===== config.mk =====
export PLATFORM = sky130hd
export DESIGN_NAME = mux_key_rr_arbiter
export DESIGN_NICKNAME = d
export VERILOG_FILES = /design/src/rtl/mux_key_rr_arbiter.sv
export SDC_FILE = /design/constraint.sdc
export NUM_CORES = 1
export LEC_CHECK = 0
export CORE_MARGIN = 4
export CORE_UTILIZATION = 50
export CTS_BUF_LIST = sky130_fd_sc_hd__clkbuf_16
export CTS_CLUSTER_DIAMETER = 50
export CTS_CLUSTER_SIZE = 12
export DETAILED_ROUTE_END_ITERATION = 6
export PLACE_DENSITY = 0.78
export SLEW_MARGIN = 20
export SYNTH_ARGS = -nofsm -noshare
export SYNTH_HDL_FRONTEND = slang
export SYNTH_SLANG_ARGS = --single-unit

===== constraint.sdc =====
create_clock -name clock -period 2.7 [get_ports clock]
set_input_delay 0.27 -clock clock [delete_from_list [all_inputs] [get_ports clock]]
set_output_delay 0.27 -clock clock [all_outputs]
set_load 0.02 [all_outputs]

===== src/rtl/mux_key_rr_arbiter.sv =====
// Round-robin arbiter that drives the 2-bit select key of a 4:1 mux and holds it until accepted.
// Optional build macro RR_ARB_LOCK_EN: ready with lock=1 re-grants the current key without rotating.
module mux_key_rr_arbiter (
    input  logic       clock,
    input  logic       reset,
    input  logic [3:0] req,
    input  logic       ready,
    input  logic       lock,
    output logic [1:0] key,
    output logic [3:0] grant,
    output logic       valid,
    output logic [1:0] ptr
);

    typedef enum logic {IDLE, GRANT} state_t;
    state_t state;

    // First set bit of r, scanning base, base+1, base+2, base+3 (mod 4).
    function automatic logic [1:0] rr_pick(input logic [3:0] r, input logic [1:0] base);
        logic [1:0] sel;
        logic [1:0] idx;
        sel = base;
        for (int i = 3; i >= 0; i--) begin
            idx = base + 2'(i);
            if (r[idx]) sel = idx;
        end
        return sel;
    endfunction

    logic [1:0] nxt_ptr;
    logic [3:0] others;
    logic [1:0] win_idle;
    logic [1:0] win_next;
    logic       hold_lock;

    assign nxt_ptr  = key + 2'd1;
    assign others   = req & ~(4'b0001 << key);
    assign win_idle = rr_pick(req, ptr);
    assign win_next = rr_pick(others, nxt_ptr);

`ifdef RR_ARB_LOCK_EN
    assign hold_lock = lock & req[key];
`else
    logic lock_unused;
    assign lock_unused = lock;
    assign hold_lock   = 1'b0;
`endif

    always_ff @(posedge clock) begin
        if (reset) begin
            state <= IDLE;
            key   <= 2'b00;
            grant <= 4'b0000;
            valid <= 1'b0;
            ptr   <= 2'b00;
        end else begin
            case (state)
                IDLE: begin
                    if (|req) begin
                        key   <= win_idle;
                        grant <= 4'b0001 << win_idle;
                        valid <= 1'b1;
                        state <= GRANT;
                    end
                end
                GRANT: begin
                    // Selection is frozen until the consumer accepts; a locked accept keeps it as-is.
                    if (ready && !hold_lock) begin
                        ptr <= nxt_ptr;
                        if (|others) begin
                            key   <= win_next;
                            grant <= 4'b0001 << win_next;
                        end else if (!req[key]) begin
                            grant <= 4'b0000;
                            valid <= 1'b0;
                            state <= IDLE;
                        end
                    end
                end
                default: state <= IDLE;
            endcase
        end
    end

endmodule

==> qor.txt <==
status = finished, final reports clean
via count = 883
post-CTS setup buffers = 0
Crit. End Element = flip-flop
core footprint = 0.00156 mm2
Total Routed Length = 2120 um
Area contributors post-synth = dfxtp_1 (23%), ha_1 (5.8%), a21oi_1 (5.2%), nor2_1 (4.4%), nand2b_1 (3.6%)
clock buffer depth = 2
Yosys top cell area share = 23.2%
Final Slew Violations = 0
flops & latches, synth = 10
CP max FO = 11
met2 WL = 994 um
worst-skew pair later-pin latency = 0.24 ns
Worst EP arrival = 2.40 ns
Synth area leader = dfxtp_1
post-synth cell types = 40
Met1 Wirelength = 964 um
WL/cell = 15.1 um
Cells after Synth = 109
initial antenna violation count = 0
post-cts hold buffer count = 0
number of max-cap violations = 0
setup TNS = 0 ns
power density over the cells = 628 mW/mm2
fillcell total = 136
top sig layer = met4
top_reg_cell synth = dfxtp_1
Post-CTS Resized = 0
diode count = 0
CTS sink cnt = 10
Final Hold Violating Endpoints = 0
Syn Area/Cell = 7.91 um2
critical path type = flip-flop to flip-flop
final net count = 137
Final min period = 2.28 ns
clk_skew = 0.00212 ns
CP required = 2.82 ns
largest net degree at the start of global routing = 13
Worst-Margin Slew = 0.407 ns
Initial Util = 55.3%
Worst VDD drop = 0.404 mV
Die X = 49.5 um
# setup viols final = 0
vias in the first global route = 825
Mapped Nets = 121
Clock Pin Slew Worst Setup and Hold Paths = 0.04 ns
LEAKAGE = 0.433 nW
synth warn = 0
vias per inst = 6.31
Rows = 14
Ports = 17
CTS H-tree depth = 1
Post-synth EDFFs = 0
Die Ht = 49.5 um
CTS Buf Count = 3
met3 WL = 102 um
RSZ-0062 raised after global routing = no
Cell Area, Synth = 862 um2
Fmax = 0.439 GHz
drt initial violations = 21
CTS tree = done
Slew HR = 72.9%
Worst Hold Class = flip-flop to flip-flop
critical path startpoint category = flip-flop
GR Util All Layers = 18.4%
CTS root buffer = clkbuf_16
Overall Power = 0.000687 W
DIE AREA = 0.00245 mm2
sequential fraction of the synthesis area = 23.2%
top cells by count, synth = dfxtp_1 (10), nor2_1 (10), a21oi_1 (9)
DRC = 0
GRT Residual Overflow = 0
PortBufs = 15
Synth-to-Final Area Change = 27.0%
Design Area, Final = 0.00109 mm2
DRT antenna net count = 0
FFs w/ async S/R, synth = 0%
1st-pass router iterations = 4
Tcrit/Tclk final = 84.4%
Post-DP Area = 0.00102 mm2
share of cells above drive strength 1 = 9.68%
first-pass GRT wire length = 3540 um
HPWL Detailed = 1560 um
gpl congestion = 0.856
layout make-up:
type,instances,area (um2),share of cell area [%]
inverters,7,26.3,2.40
flip-flops and latches,10,200,18.3
clock inverters,1,3.75,0.343
well taps,16,20.0,1.83
repair buffers,17,165,15.1
clock buffers,3,75.1,6.86
multi-input cells,86,604,55.2
registers in the layout (all words and copies together), names as in the netlist:
register	count
valid	1
ptr	2
grant	4
state	1
key	2
cell usage in the layout (no fill, tap or decap), types with 4 or more instances in the layout:
| cell | n |
|---|---|
| nor2_1 | 10 |
| ha_1 | 4 |
| dfxtp_1 | 10 |
| nand3_1 | 4 |
| inv_1 | 7 |
| a21oi_1 | 9 |
| nand2_1 | 6 |
| o22ai_1 | 4 |
| clkdlybuf4s50_1 | 15 |
| o21ai_0 | 5 |
| nand2b_1 | 5 |
cell families after synthesis:
family,count (synthesis),synth area share (%)
AO/OA/AOI/OAI,37,30.0
adder cells (fa/ha/maj),4,5.81
buffers and inverters,13,6.68
flip-flops,10,23.2
multiplexers,1,2.61
AND/OR/NAND/NOR,44,31.6
path summary, 6_finish.rpt:
check	startpoint	to	slack [ns]	cells past startpoint
worst max-delay path	key[0]	grant[2]	0.42	6
worst min-delay path	valid	valid	0.49	2
worst max register to register	key[0]	grant[2]	0.42	6
worst min register to register	valid	valid	0.49	2
per-layer routing:
layer | vias up | track usage [%]
met5 | - | 0
li1 | 434 | -
met3 | 9 | 5.72
met4 | 0 | 5.53
met2 | 22 | 30.6
met1 | 418 | 22.5
power by group:
group / internal, W / leakage (nW) / switching, W
clock network: 0.000194 / 0.0385 / 0.0000685
registers: 0.000165 / 0.0827 / 0.0000228
logic: 0.000110 / 0.312 / 0.000127
total: 0.000469 / 0.433 / 0.000218
through the flow:
step | hold WS (ns) | setup slack [ns] | utilization, % | instances
after global routing | 0.515 | 0.200 | 70.2 | 140
final | 0.494 | 0.420 | 70.2 | 140
after CTS | 0.500 | 0.427 | 70.2 | 140
after global placement | 0.471 | 0.463 | 65.2 | 136
after detailed placement | 0.488 | 0.421 | 65.2 | 136
after floorplan | 0.433 | 0.492 | - | 109
worst max-delay path: stages (launching register included):
cell and delay (ns):
dfxtp_1 0.53, inv_1 0.16, ha_1 0.45, o22ai_1 0.11, a22oi_1 0.38, a21boi_0 0.16, o311a_1 0.36
Power figures use the tool's default switching activity.
